File: src/rtl/match_controller_if.sv
// Signal bundle between the hit detector / display side and match_controller.
interface match_controller_if;
  logic       start;
  logic       player_1_hit;
  logic       player_2_hit;
  logic       bullet_on_bullet_hit;
  logic       armor_hit;
  logic [2:0] state;
  logic       freeze;
  logic       bullet_1_clear;
  logic       bullet_2_clear;
  logic [3:0] p1_lives;
  logic [3:0] p2_lives;
  logic       p1_invuln;
  logic       p2_invuln;
  logic [1:0] winner;
  logic [7:0] countdown;

  modport master (
    output start, player_1_hit, player_2_hit, bullet_on_bullet_hit, armor_hit,
    input  state, freeze, bullet_1_clear, bullet_2_clear, p1_lives, p2_lives,
           p1_invuln, p2_invuln, winner, countdown
  );

  modport slave (
    input  start, player_1_hit, player_2_hit, bullet_on_bullet_hit, armor_hit,
    output state, freeze, bullet_1_clear, bullet_2_clear, p1_lives, p2_lives,
           p1_invuln, p2_invuln, winner, countdown
  );
endinterface

File: src/rtl/match_controller.sv
// Match flow controller: edge-qualifies hit flags, tracks lives and invulnerability,
// and sequences idle / countdown / play / hit-pause / game-over once per frame.
module match_controller #(
  parameter int unsigned LIVES            = 3,
  parameter int unsigned INVULN_FRAMES    = 60,
  parameter int unsigned COUNTDOWN_FRAMES = 180,
  parameter int unsigned HIT_PAUSE_FRAMES = 30
) (
  input logic               frame_clk,
  input logic               Reset,
  match_controller_if.slave bus
);

  typedef enum logic [2:0] {
    IDLE      = 3'd0,
    COUNTDOWN = 3'd1,
    PLAY      = 3'd2,
    HIT_PAUSE = 3'd3,
    GAME_OVER = 3'd4
  } state_e;

  localparam logic [3:0] LIVES_INIT  = 4'(LIVES);
  localparam logic [7:0] INVULN_INIT = 8'(INVULN_FRAMES);
  localparam logic [7:0] CD_INIT     = 8'(COUNTDOWN_FRAMES - 1);
  localparam logic [7:0] HP_INIT     = 8'(HIT_PAUSE_FRAMES - 1);

  state_e     state_q, state_d;
  logic [3:0] p1_lives_q, p1_lives_d;
  logic [3:0] p2_lives_q, p2_lives_d;
  logic [7:0] p1_inv_q, p1_inv_d;
  logic [7:0] p2_inv_q, p2_inv_d;
  logic [1:0] winner_q, winner_d;
  logic [7:0] countdown_q, countdown_d;
  logic       clear_1_q, clear_1_d;
  logic       clear_2_q, clear_2_d;

  logic       start_prev_q, p1_hit_prev_q, p2_hit_prev_q, bob_prev_q, armor_prev_q;

  logic       start_edge, p1_edge, p2_edge, bob_edge, armor_edge;
  logic       in_play, p1_accept, p2_accept, bullet_event;
  logic       p1_out, p2_out;

  always_comb begin
    start_edge   = bus.start & ~start_prev_q;
    p1_edge      = bus.player_1_hit & ~p1_hit_prev_q;
    p2_edge      = bus.player_2_hit & ~p2_hit_prev_q;
    bob_edge     = bus.bullet_on_bullet_hit & ~bob_prev_q;
    armor_edge   = bus.armor_hit & ~armor_prev_q;

    in_play      = (state_q == PLAY);
    p1_accept    = in_play & p1_edge & (p1_inv_q == '0);
    p2_accept    = in_play & p2_edge & (p2_inv_q == '0);
    bullet_event = in_play & (bob_edge | armor_edge);
  end

  // Each bullet is cleared when it lands on the opposing player.
  always_comb begin
    clear_1_d = p2_accept | bullet_event;
    clear_2_d = p1_accept | bullet_event;
  end

  always_comb begin
    p1_inv_d = p1_inv_q;
    p2_inv_d = p2_inv_q;
    if (state_q == IDLE) begin
      p1_inv_d = '0;
      p2_inv_d = '0;
    end else begin
      if (p1_accept)             p1_inv_d = INVULN_INIT;
      else if (p1_inv_q != '0)   p1_inv_d = p1_inv_q - 8'd1;
      if (p2_accept)             p2_inv_d = INVULN_INIT;
      else if (p2_inv_q != '0)   p2_inv_d = p2_inv_q - 8'd1;
    end
  end

  // Lives take the saturating hit decrement by default so the PLAY branch can
  // judge the post-hit count; start edges override with a reload.
  always_comb begin
    state_d     = state_q;
    winner_d    = winner_q;
    countdown_d = countdown_q;
    p1_lives_d  = p1_lives_q;
    p2_lives_d  = p2_lives_q;
    if (p1_accept && (p1_lives_q != '0)) p1_lives_d = p1_lives_q - 4'd1;
    if (p2_accept && (p2_lives_q != '0)) p2_lives_d = p2_lives_q - 4'd1;
    p1_out = p1_accept & (p1_lives_d == '0);
    p2_out = p2_accept & (p2_lives_d == '0);

    unique case (state_q)
      IDLE: begin
        countdown_d = '0;
        if (start_edge) begin
          p1_lives_d  = LIVES_INIT;
          p2_lives_d  = LIVES_INIT;
          winner_d    = '0;
          countdown_d = CD_INIT;
          state_d     = COUNTDOWN;
        end
      end
      COUNTDOWN, HIT_PAUSE: begin
        if (countdown_q == '0) state_d = PLAY;
        else                   countdown_d = countdown_q - 8'd1;
      end
      PLAY: begin
        countdown_d = '0;
        if (p1_out || p2_out) begin
          winner_d = {p1_out, p2_out};
          state_d  = GAME_OVER;
        end else if (p1_accept || p2_accept) begin
          countdown_d = HP_INIT;
          state_d     = HIT_PAUSE;
        end
      end
      GAME_OVER: begin
        countdown_d = '0;
        if (start_edge) begin
          p1_lives_d  = LIVES_INIT;
          p2_lives_d  = LIVES_INIT;
          winner_d    = '0;
          countdown_d = CD_INIT;
          state_d     = COUNTDOWN;
        end
      end
      default: begin
        countdown_d = '0;
        state_d     = IDLE;
      end
    endcase
  end

  always_ff @(posedge frame_clk or posedge Reset) begin
    if (Reset) begin
      state_q       <= IDLE;
      p1_lives_q    <= LIVES_INIT;
      p2_lives_q    <= LIVES_INIT;
      p1_inv_q      <= '0;
      p2_inv_q      <= '0;
      winner_q      <= '0;
      countdown_q   <= '0;
      clear_1_q     <= 1'b0;
      clear_2_q     <= 1'b0;
      start_prev_q  <= 1'b0;
      p1_hit_prev_q <= 1'b0;
      p2_hit_prev_q <= 1'b0;
      bob_prev_q    <= 1'b0;
      armor_prev_q  <= 1'b0;
    end else begin
      state_q       <= state_d;
      p1_lives_q    <= p1_lives_d;
      p2_lives_q    <= p2_lives_d;
      p1_inv_q      <= p1_inv_d;
      p2_inv_q      <= p2_inv_d;
      winner_q      <= winner_d;
      countdown_q   <= countdown_d;
      clear_1_q     <= clear_1_d;
      clear_2_q     <= clear_2_d;
      start_prev_q  <= bus.start;
      p1_hit_prev_q <= bus.player_1_hit;
      p2_hit_prev_q <= bus.player_2_hit;
      bob_prev_q    <= bus.bullet_on_bullet_hit;
      armor_prev_q  <= bus.armor_hit;
    end
  end

  assign bus.state          = state_q;
  assign bus.freeze         = (state_q != PLAY);
  assign bus.bullet_1_clear = clear_1_q;
  assign bus.bullet_2_clear = clear_2_q;
  assign bus.p1_lives       = p1_lives_q;
  assign bus.p2_lives       = p2_lives_q;
  assign bus.p1_invuln      = (p1_inv_q != '0);
  assign bus.p2_invuln      = (p2_inv_q != '0);
  assign bus.winner         = winner_q;
  assign bus.countdown      = countdown_q;

endmodule

File: src/flat_wrapper.sv
// flat-port wrapper written by rule: the top's interface ports become plain ports
module match_controller_flat 
#(
  parameter int unsigned LIVES            = 3,
  parameter int unsigned INVULN_FRAMES    = 60,
  parameter int unsigned COUNTDOWN_FRAMES = 180,
  parameter int unsigned HIT_PAUSE_FRAMES = 30
)
  (frame_clk, Reset, bus_start, bus_player_1_hit, bus_player_2_hit, bus_bullet_on_bullet_hit, bus_armor_hit, bus_state, bus_freeze, bus_bullet_1_clear, bus_bullet_2_clear, bus_p1_lives, bus_p2_lives, bus_p1_invuln, bus_p2_invuln, bus_winner, bus_countdown);
  match_controller_if bus_i ();
  input logic frame_clk;
  input logic Reset;
  input wire logic [$bits(bus_i.start)-1:0] bus_start;
  input wire logic [$bits(bus_i.player_1_hit)-1:0] bus_player_1_hit;
  input wire logic [$bits(bus_i.player_2_hit)-1:0] bus_player_2_hit;
  input wire logic [$bits(bus_i.bullet_on_bullet_hit)-1:0] bus_bullet_on_bullet_hit;
  input wire logic [$bits(bus_i.armor_hit)-1:0] bus_armor_hit;
  output wire logic [$bits(bus_i.state)-1:0] bus_state;
  output wire logic [$bits(bus_i.freeze)-1:0] bus_freeze;
  output wire logic [$bits(bus_i.bullet_1_clear)-1:0] bus_bullet_1_clear;
  output wire logic [$bits(bus_i.bullet_2_clear)-1:0] bus_bullet_2_clear;
  output wire logic [$bits(bus_i.p1_lives)-1:0] bus_p1_lives;
  output wire logic [$bits(bus_i.p2_lives)-1:0] bus_p2_lives;
  output wire logic [$bits(bus_i.p1_invuln)-1:0] bus_p1_invuln;
  output wire logic [$bits(bus_i.p2_invuln)-1:0] bus_p2_invuln;
  output wire logic [$bits(bus_i.winner)-1:0] bus_winner;
  output wire logic [$bits(bus_i.countdown)-1:0] bus_countdown;
  assign bus_i.start = bus_start;
  assign bus_i.player_1_hit = bus_player_1_hit;
  assign bus_i.player_2_hit = bus_player_2_hit;
  assign bus_i.bullet_on_bullet_hit = bus_bullet_on_bullet_hit;
  assign bus_i.armor_hit = bus_armor_hit;
  assign bus_state = bus_i.state;
  assign bus_freeze = bus_i.freeze;
  assign bus_bullet_1_clear = bus_i.bullet_1_clear;
  assign bus_bullet_2_clear = bus_i.bullet_2_clear;
  assign bus_p1_lives = bus_i.p1_lives;
  assign bus_p2_lives = bus_i.p2_lives;
  assign bus_p1_invuln = bus_i.p1_invuln;
  assign bus_p2_invuln = bus_i.p2_invuln;
  assign bus_winner = bus_i.winner;
  assign bus_countdown = bus_i.countdown;
  match_controller #(.LIVES(LIVES), .INVULN_FRAMES(INVULN_FRAMES), .COUNTDOWN_FRAMES(COUNTDOWN_FRAMES), .HIT_PAUSE_FRAMES(HIT_PAUSE_FRAMES)) u_core (.frame_clk(frame_clk), .Reset(Reset), .bus(bus_i));
endmodule
File: config.mk
export PLATFORM = sky130hd
export DESIGN_NAME = match_controller_flat
export DESIGN_NICKNAME = d
export VERILOG_FILES = /design/src/rtl/match_controller_if.sv /design/src/rtl/match_controller.sv /design/src/flat_wrapper.sv
export SDC_FILE = /design/constraint.sdc
export NUM_CORES = 1
export LEC_CHECK = 0
export CAP_MARGIN = 25
export CELL_PAD_IN_SITES_DETAIL_PLACEMENT = 1
export CELL_PAD_IN_SITES_GLOBAL_PLACEMENT = 1
export CORE_ASPECT_RATIO = 0.7
export CORE_UTILIZATION = 28
export CTS_CLUSTER_DIAMETER = 30
export CTS_CLUSTER_SIZE = 10
export DETAILED_ROUTE_END_ITERATION = 6
export HOLD_SLACK_MARGIN = 0.05
export PLACE_DENSITY = 0.65
export SKIP_CTS_REPAIR_TIMING = 1
export SYNTH_ARGS = -nofsm -noshare
export SYNTH_HDL_FRONTEND = slang
export SYNTH_SLANG_ARGS = --single-unit
File: constraint.sdc
create_clock -name frame_clk -period 2.4 [get_ports frame_clk]
set_clock_uncertainty 0.05 [all_clocks]
set_input_delay 0.24 -clock frame_clk [delete_from_list [all_inputs] [get_ports frame_clk]]
set_output_delay 0.24 -clock frame_clk [all_outputs]
set_load 0.05 [all_outputs]
=== Word-level counts from Yosys, hierarchy flattened ===
Cells that the tools add are included.

* Add/sub/neg operators: 5
* Equal/unequal tests: 10
* Multiplexer cells: 25
* Bitwise operators: 20
* Reduce and logical (&&, ||, !) cells: 21

{| class="wikitable"
|+ Operators by type and width
! kind !! count
|-
| two-way mux 8 bit || 9
|-
| logical NOT 8 bit || 3
|-
| two-way mux 4 bit || 6
|-
| case mux 8 bit (3 select lines) || 1
|-
| subtractor 8 x 1 -> 8 bit (second input constant) || 3
|-
| nonzero test 8 bit || 2
|-
| AND 1 bit || 12
|-
| two-way mux 3 bit || 4
|-
| case mux 3 bit (3 select lines) || 1
|-
| logical NOT 4 bit || 2
|-
| nonzero test 4 bit || 2
|-
| subtractor 4 x 1 -> 4 bit (second input constant) || 2
|-
| equality test 3 x 2 -> 1 bit (second input constant) || 2
|-
| AND reduction 3 bit || 2
|-
| nonzero test 3 bit || 2
|-
| two-way mux 5 bit || 1
|-
| NOT 1 bit || 5
|-
| two-way mux 2 bit || 2
|-
| != test 2 x 1 -> 1 bit (second input constant) || 2
|-
| != test 2 bit (second input constant) || 2
|-
| case mux 2 bit (2 select lines) || 1
|-
| OR reduction 2 bit || 2
|-
| equality test 3 x 1 -> 1 bit (second input constant) || 1
|-
| equality test 3 bit (second input constant) || 1
|-
| other kinds (7) || 11
|}

* Register bits: 44
* Input port bits: 7
* Output and inout port bits: 26
* Logic and storage cells: 95

=== Depth between registers and ports, before layout ===
Gate-level depths: netlist of run 1.

* Depth after elaboration: 11
* Gate-level depth with buffers: 8
* Gate-level depth less buffers: 8

=== Least setup slack after synthesis of run 1 ===
Ideal clock, no wire load.

* Path type: reg-to-reg
* From: register u_core.countdown_q[3], in the netlist u_core.bus.countdown[3]
* To: register u_core.countdown_q[4], in the netlist u_core.bus.countdown[4]
* Library setup time: 0.142 ns
* Arrival: 1.850 ns
* Data required time: 2.208 ns
* Slack: 0.357 ns
* Cell stages (with the launch flop): 5
* Path buffers: 0
* Period minus slack after synthesis: 2.043 ns
* Path through: dfrtp_1 -> or4_4 -> nor4b_4 -> or2_2 -> o211ai_1

* Longest elaborated chain between the ends: 3
* Elaborated cells on any way between the ends: 5
* Classes of those cells: add/sub (1); eq/ne (1); mux (2); reduce/logical (1)

{| class="wikitable"
|+ RTL lines
! item !! RTL line !! RTL
|-
| start, declared || match_controller.sv:33 || <nowiki>logic [7:0] countdown_q, countdown_d;</nowiki>
|-
| start signal, assigned || match_controller.sv:154 || <nowiki>countdown_q <= countdown_d;</nowiki>
|-
| subtractor 8 x 1 -> 8 bit || match_controller.sv:102 || <nowiki>else countdown_d = countdown_q - 8'd1;</nowiki>
|-
| two-way mux 8 bit || match_controller.sv:101 || <nowiki>if (countdown_q == '0) state_d = PLAY;</nowiki>
|-
| case mux 8 bit (3 select lines) || match_controller.sv:89 || <nowiki>unique case (state_q)</nowiki>
|}

Parallel ways exist; a longest one is shown, timed or not. The select of a mux whose other input is x is not followed.
A chain may end at the register's enable or synchronous reset.

=== Worst setup path in the final report of run 1 ===
* From: register u_core.state_q[2], in the netlist u_core.bus.state[2]
* To: output port bus_freeze

* Longest elaborated chain between the ends: 1

{| class="wikitable"
|+ RTL lines
! item !! RTL line !! RTL
|-
| start, declared || match_controller.sv:27 || <nowiki>state_e state_q, state_d;</nowiki>
|-
| start signal, assigned || match_controller.sv:148 || <nowiki>state_q <= state_d;</nowiki>
|-
| != test 3 x 2 -> 1 bit || match_controller.sv:166 || <nowiki>assign bus.freeze = (state_q != PLAY);</nowiki>
|-
| end, declared || flat_wrapper.sv:19 || <nowiki>output wire logic [$bits(bus_i.freeze)-1:0] bus_freeze;</nowiki>
|}

No other way between the ends.

==> results by group, run 1 <==
Clocking
  • Skew-Pair Late Insertion Delay: 0.29 ns
  • CTS H-tree lvls: 2
  • Root Driver: clkbuf_16
  • Max Buffers Root-to-Sink: 2
  • CTS tree: done
  • Sink Count: 44
  • Clk slew on worst S/H paths: around 0.060 ns
  • CTS Buf Count: 5

Yosys
  • Synth cell types: 43
  • Synth Net Count: 248
  • Ys async rst share: 1.00
  • Mean Syn Cell Area: 9.82 um2
  • Number of synthesis warnings: 0
  • Area of the mapped netlist: approximately 2300 um2
  • Yosys reg bits: between 40 and 50
  • Synth Flop Type: dfrtp_1
  • EDFF count, synth: 0
  • Post-Synthesis Cells: 233
  • Sequential-to-total area share from yosys stat: 0.483

Floorplan
  • DIE AREA: about 8500 um2
  • # rows: 27
  • IO Pins: 33
  • Die width: 110 um
  • Die H: 77.6 um
  • Core box area: 7910 um2
  • Starting Density: 0.289

Detailed routing
  • Residual DRC: 0
  • Drt total wl: approximately 5.7 mm
  • Detail Route Antenna Nets: 0
  • Met1 Routed Length: 3.21 mm
  • Initial DRT Pass Iterations: 4
  • Met3 Routed Length: 180 um
  • Drt wl/cell: 15.2 um
  • Top sig layer: met4
  • Vias: about 1800
  • DRT iter0 DRCs: 26
  • Met2 wire length: 2.27 mm
  • Via-to-Cell Ratio: 4.89

Layout
  • Multi-input gate area: 1090 um2
  • Reg area: 1110 um2
  • Fillers: 915
  • Final Util: 0.370
  • Fin cells: around 380
  • Nets: 291
  • Layout cells sized above 1: 0.116
  • Layout area overhead: 27.8%
  • Ant. Diodes: 0

Status
  • Status: completed

STA
  • Unrepaired setup endpoints after global routing: no
  • Fin crit share: 0.929
  • Fin crit period: 2.23 ns
  • Max Fclk: 449 MHz
  • Final Hold Viols: 0
  • Setup-failing EPs final: 0
  • Final slew viol count: 0
  • Worst-Margin Slew: 0.584 ns
  • Hold_ws: ~0.36 ns
  • Rel. slew slack: 0.611
  • Setup TNS: 0 ns

Worst setup path
  • Required time worst endpoint: 2.11 ns
  • CP arrival: 1.94 ns
  • Reg-to-reg slack, setup: 0.29 ns
  • Worst Path Max Fanout: 7
  • Crit. End Element: output pin
  • CP Class: register to output pin
  • Reg2reg path depth: 8
  • RR Endpoint: u_core.bus.p1_lives[0]
  • Startpoint Class: register
  • R2R Path Start: u_core.p1_inv_q[1]

Global routing
  • Vias in the first global route: ~1800
  • Grt total ovfl: 0
  • GRT Util Overall: 0.149
  • First-pass GRT wire length: 9.52 mm
  • Largest net degree at the start of global routing: 45
  • Antenna violations before repair: 0

Placed design
  • Routability Congestion: approximately 0.74
  • I/O Buffers: 32
  • DP HPWL: 4.21 mm
  • Placed instance count: 370

Hold path
  • HP Class: input port to async pin

Power
  • Final total power: around 4300 uW
  • Max VDD drop: just over 600 uV
  • Static leakage: 0.00128 uW
  • Pwr dens: 1480 nW/um2

Run
  • Total of max-cap violations: 0
## worst max-delay path, stage by stage (launching register included)
cell and delay, ns:
dfrtp_1 0.47, nor3b_2 0.34, inv_1 0.13, clkdlybuf4s50_1 0.72
## worst max-delay path by stage
stage | from | end | slack, ns | cells after the start
after detailed placement | u_core.p2_inv_q[0] | u_core.bus.countdown[4] | 0.28 | 7
final | u_core.bus.state[2] | bus_freeze | 0.17 | 3
after global placement | u_core.p2_inv_q[0] | u_core.bus.countdown[4] | 0.32 | 7
after floorplan | u_core.bus.countdown[3] | u_core.bus.countdown[4] | 0.36 | 4
after global routing | u_core.p1_inv_q[1] | u_core.bus.p1_lives[0] | 0.06 | 8
after CTS | u_core.p2_inv_q[0] | bus_p2_invuln | 0.14 | 6
## through the flow
| stage | instance area [um2] | worst slack [ns] |
|---|---|---|
| 6_report | 2920 | 0.170 |
| 2_1_floorplan | 2290 | 0.357 |
| 5_1_grt | 2920 | 0.0558 |
| 4_1_cts | 2920 | 0.141 |
| 3_3_place_gp | 2770 | 0.316 |
| 3_5_place_dp | 2770 | 0.277 |
## state kept, by name (all words and copies together), names as in the netlist
name / cells
u_core.bus.countdown: 8
u_core.p1_inv_q: 8
u_core.p2_inv_q: 8
u_core.bus.p1_lives: 4
u_core.bus.p2_lives: 4
u_core.bus.state: 3
u_core.bus.winner: 2
u_core.armor_prev_q: 1
u_core.bob_prev_q: 1
u_core.bus.bullet_1_clear: 1
u_core.bus.bullet_2_clear: 1
u_core.p1_hit_prev_q: 1
u_core.p2_hit_prev_q: 1
u_core.start_prev_q: 1
## report_power, final
group          switching [uW]  leakage (uW)  internal, uW
combinational            1360      0.000659           899
sequential                326      0.000546          1040
clock                     279     0.0000712           415
total                    1970       0.00128          2360
## cell usage after synthesis, types with 4 or more instances
cell type | instances | share of area
a31oi_1 | 4 | 0.011
a21oi_1 | 17 | 0.037
ha_1 | 8 | 0.044
dfstp_2 | 4 | 0.046
xnor2_1 | 9 | 0.034
inv_1 | 20 | 0.033
nor3_1 | 9 | 0.020
nand2b_1 | 7 | 0.019
nor2_1 | 24 | 0.039
nand2_1 | 21 | 0.034
a211oi_1 | 9 | 0.030
dfrtp_1 | 40 | 0.44
xor2_1 | 5 | 0.019
o21ai_0 | 7 | 0.015
## layout make-up
class,count,share of cell area
multi-input cells,165,0.374
inverters,20,0.0257
clock buffers,8,0.0501
flip-flops and latches,44,0.378
repair buffers,40,0.128
well taps,101,0.0432
## layout by cell type (no fill, tap or decap), types with 2 or more instances in the layout
cell type	n
a211oi_1	9
a21oi_1	17
a31oi_1	4
and2_1	2
and4_1	2
buf_4	10
clkbuf_1	2
clkbuf_16	5
clkdlybuf4s50_1	30
dfrtp_1	40
dfstp_2	4
ha_1	8
inv_1	19
mux2i_1	3
nand2_1	21
nand2b_1	7
nand3_1	3
nand4b_1	3
nor2_1	24
nor2b_1	2
nor3_1	9
nor3b_2	2
nor4_1	2
nor4b_1	2
o211ai_1	3
o211ai_2	2
o21ai_0	7
o21ai_1	2
o32ai_1	2
or3_1	2
xnor2_1	9
xor2_1	5
## logic make-up after synthesis
group,after synthesis,synth area share
and+or+nand+nor,91,0.230
AOI/OAI and AO/OA,49,0.136
DFF,44,0.483
buffers and inverters,24,0.0405
xor gates and xnor gates,14,0.0536
adders and majority gates,8,0.0437
muxes,3,0.0131
## per-layer routing
layer,vias to the layer above,global-route usage
li1,901,-
met1,914,0.225
met2,25,0.204
met3,8,0.0378
met4,0,0.0440
met5,-,0
Power figures use the tool's default switching activity.
==> run 2, diff against run 1 <==
--- a/config.mk
+++ b/config.mk
@@ -11,7 +11,7 @@
 export CORE_ASPECT_RATIO = 0.7
 export CORE_UTILIZATION = 28
 export CTS_CLUSTER_DIAMETER = 30
-export CTS_CLUSTER_SIZE = 10
+export CTS_CLUSTER_SIZE = 14
 export DETAILED_ROUTE_END_ITERATION = 6
 export HOLD_SLACK_MARGIN = 0.05
 export PLACE_DENSITY = 0.65
==> results of run 2 <==
Final layout, timing and power as in run 1 (identical DEF).
==> run 3, diff against run 2 <==
--- a/config.mk
+++ b/config.mk
@@ -9,13 +9,14 @@
 export CELL_PAD_IN_SITES_DETAIL_PLACEMENT = 1
 export CELL_PAD_IN_SITES_GLOBAL_PLACEMENT = 1
 export CORE_ASPECT_RATIO = 0.7
-export CORE_UTILIZATION = 28
+export CORE_UTILIZATION = 42
 export CTS_CLUSTER_DIAMETER = 30
 export CTS_CLUSTER_SIZE = 14
 export DETAILED_ROUTE_END_ITERATION = 6
 export HOLD_SLACK_MARGIN = 0.05
-export PLACE_DENSITY = 0.65
+export PLACE_DENSITY = 0.88
 export SKIP_CTS_REPAIR_TIMING = 1
+export SLEW_MARGIN = 10
 export SYNTH_ARGS = -nofsm -noshare
 export SYNTH_HDL_FRONTEND = slang
 export SYNTH_SLANG_ARGS = --single-unit
==> run 3 against run 2 <==
- largest power group unchanged
- final area fell by 1.4%
- die area fell by 33%
- worst hold slack got worse by 0.031 ns
- final cell count fell by 8.7%
- flip-flop and latch count did not move
==> results by group, run 3 (synthesized netlist as in run 1, its figures left out) <==
Global routing
  • Grt total ovfl: 0 (unchanged)
  • Antenna violations before repair: 0 (unchanged)
  • Largest net degree at the start of global routing: 45 (unchanged)
  • Vias in the first global route: 2063 (+12%)
  • GRT Util Overall: 0.229 (+0.0804)
  • First-pass GRT wire length: 10.3 mm (+8.1%)

Floorplan
  • DIE AREA: 5750 um2 (-33%)
  • # rows: 22 (-19%)
  • Starting Density: 0.438 (+0.148)
  • IO Pins: 33 (unchanged)
  • Die width: 90.2 um (-18%)
  • Core box area: 5230 um2 (-34%)
  • Die H: 63.8 um (-18%)

Detailed routing
  • Drt total wl: 6.03 mm (+5.2%)
  • Residual DRC: 0 (unchanged)
  • DRT iter0 DRCs: 64 (+150%)
  • Vias: 1908 (+3.2%)
  • Via-to-Cell Ratio: 5.53 (+13%)
  • Initial DRT Pass Iterations: 4 (unchanged)
  • Drt wl/cell: 17.5 um (+15%)
  • Detail Route Antenna Nets: 0 (unchanged)

Layout
  • Fin cells: 345 (-8.7%)
  • Nets: 287 (-1.4%)
  • Ant. Diodes: 0 (unchanged)
  • Fillers: 587 (-36%)
  • Most common cell after layout, fill and taps aside: dfrtp_1
  • Final Util: 0.551 (+0.182)
  • Layout area overhead: 26.0%
  • Most frequent cells in the layout: dfrtp_1, clkdlybuf4s50_1, nor2_1
  • Layout cells sized above 1: 0.114 (-0.00197)

Worst setup path
  • Startpoint Class: register
  • Crit. End Element: output pin
  • CP Class: register to output pin
  • Worst Path Max Fanout: 5 (-2)
  • Crit path buffers/inverters: 2 (unchanged)
  • Crit path largest cell delay: 0.57 ns (-0.15 ns)
  • Reg2reg path depth: 7 (-1)
  • Reg-to-reg slack, setup: 0.24 ns (-0.05 ns)
  • RR Endpoint: u_core.bus.countdown[4]
  • R2R Path Start: u_core.p1_inv_q[0]
  • Cell Chain, Critical Path: nor4_2 -> and2_1 -> inv_1 -> buf_4
  • Required time worst endpoint: 2.11 ns (about the same)
  • Critical path's top delay family: simple AND/OR/NAND/NOR gates
  • CP arrival: 1.98 ns (+0.04 ns)
  • Slowest stage cell on the critical path: nor4_2

Placed design
  • I/O Buffers: 32 (unchanged)
  • DP HPWL: 4.27 mm (+1.5%)
  • Placed instance count: 337 (-8.9%)
  • Routability Congestion: 0.787 (+6.8%)

Clocking
  • CTS H-tree lvls: 2 (unchanged)
  • Clk slew on worst S/H paths: 0.09 ns (+0.03 ns)
  • CTS Buf Count: 5 (unchanged)
  • Sink Count: 44 (unchanged)
  • CTS tree: done
  • Max Buffers Root-to-Sink: 2 (unchanged)
  • Skew-Pair Late Insertion Delay: 0.30 ns (about the same)
  • Root Driver: clkbuf_8

STA
  • Max Fclk: 441 MHz (-1.7%)
  • Setup-failing EPs final: 0 (unchanged)
  • Final slew viol count: 0 (unchanged)
  • Unrepaired setup endpoints after global routing: no
  • Rel. slew slack: 0.616 (+0.00538)
  • Fin crit share: 0.945 (+0.0164)
  • Final Hold Viols: 0 (unchanged)
  • Fin crit period: 2.27 ns (+0.0394 ns)
  • Worst-Margin Slew: 0.571 ns (-0.0128 ns)

Status
  • Status: completed

Run
  • Total of max-cap violations: 0 (unchanged)

Hold path
  • HP Class: input port to async pin

Power
  • Pwr dens: 1540 nW/um2 (+4.0%)
  • Max VDD drop: 556 uV (-11%)
  • Static leakage: 0.00128 uW (+0.11%)
-- run 3: worst register-to-register path, cell delays in order, from the launching register on --
cell and delay, ns:
dfrtp_1 0.45, inv_1 0.13, ha_1 0.21, nor3b_2 0.25, and4_1 0.38, nand3_1 0.25
o211ai_2 0.18, o211ai_1 0.13
-- run 3: through the flow --
| stage | hold slack, ns | TNS, ns | total power (uW) | setup WS [ns] | cell area (um2) |
|---|---|---|---|---|---|
| 2_1_floorplan | 0.221 | 0 | 2930 | 0.357 | 2290 |
| 3_3_place_gp | 0.470 | 0 | 3490 | 0.335 | 2710 |
| 3_5_place_dp | 0.493 | 0 | 3610 | 0.194 | 2710 |
| 4_1_cts | 0.348 | -0.0422 | 4440 | -0.0422 | 2870 |
| 5_1_grt | 0.355 | 0 | 4710 | 0.0401 | 2880 |
| 6_report | 0.330 | 0 | 4430 | 0.131 | 2880 |
-- run 3: power by group --
group	internal (uW)	switching [uW]	leakage, uW
registers	1040	350	0.000546
clock network	521	267	0.0000784
logic	873	1380	0.000653
total	2430	2000	0.00128
-- run 3: cell type report --
| cell class | instances | area, um2 | area share |
|---|---|---|---|
| sequential | 44 | 1110 | 0.384 |
| clock buffer | 5 | 68.8 | 0.0239 |
| timing repair buffer | 36 | 348 | 0.121 |
| tap | 72 | 90.1 | 0.0312 |
| multi-input combinational | 165 | 1110 | 0.384 |
| inverter | 20 | 75.1 | 0.0260 |
| clock inverter | 3 | 90.1 | 0.0312 |
-- run 3: metal layers --
layer / global-route usage / routed length (um) / up-vias
met5: 0 / 0 / -
met4: 0.0726 / 86 / 0
met3: 0.0440 / 188 / 11
met2: 0.387 / 2870 / 31
met1: 0.300 / 2880 / 971
li1: - / - / 895
-- run 3: worst max path at each step --
stage               depth (start not counted)                     from                 endpoint  slack, ns
floorplan                                   4  u_core.bus.countdown[3]  u_core.bus.countdown[4]       0.36
global placement                            7       u_core.p2_inv_q[0]  u_core.bus.countdown[4]       0.33
detailed placement                          7       u_core.p1_inv_q[0]  u_core.bus.countdown[4]       0.19
CTS                                         3      u_core.bus.state[2]               bus_freeze      -0.04
global route                                4       u_core.p2_inv_q[2]            bus_p2_invuln       0.04
finish                                      4       u_core.p2_inv_q[3]            bus_p2_invuln       0.13
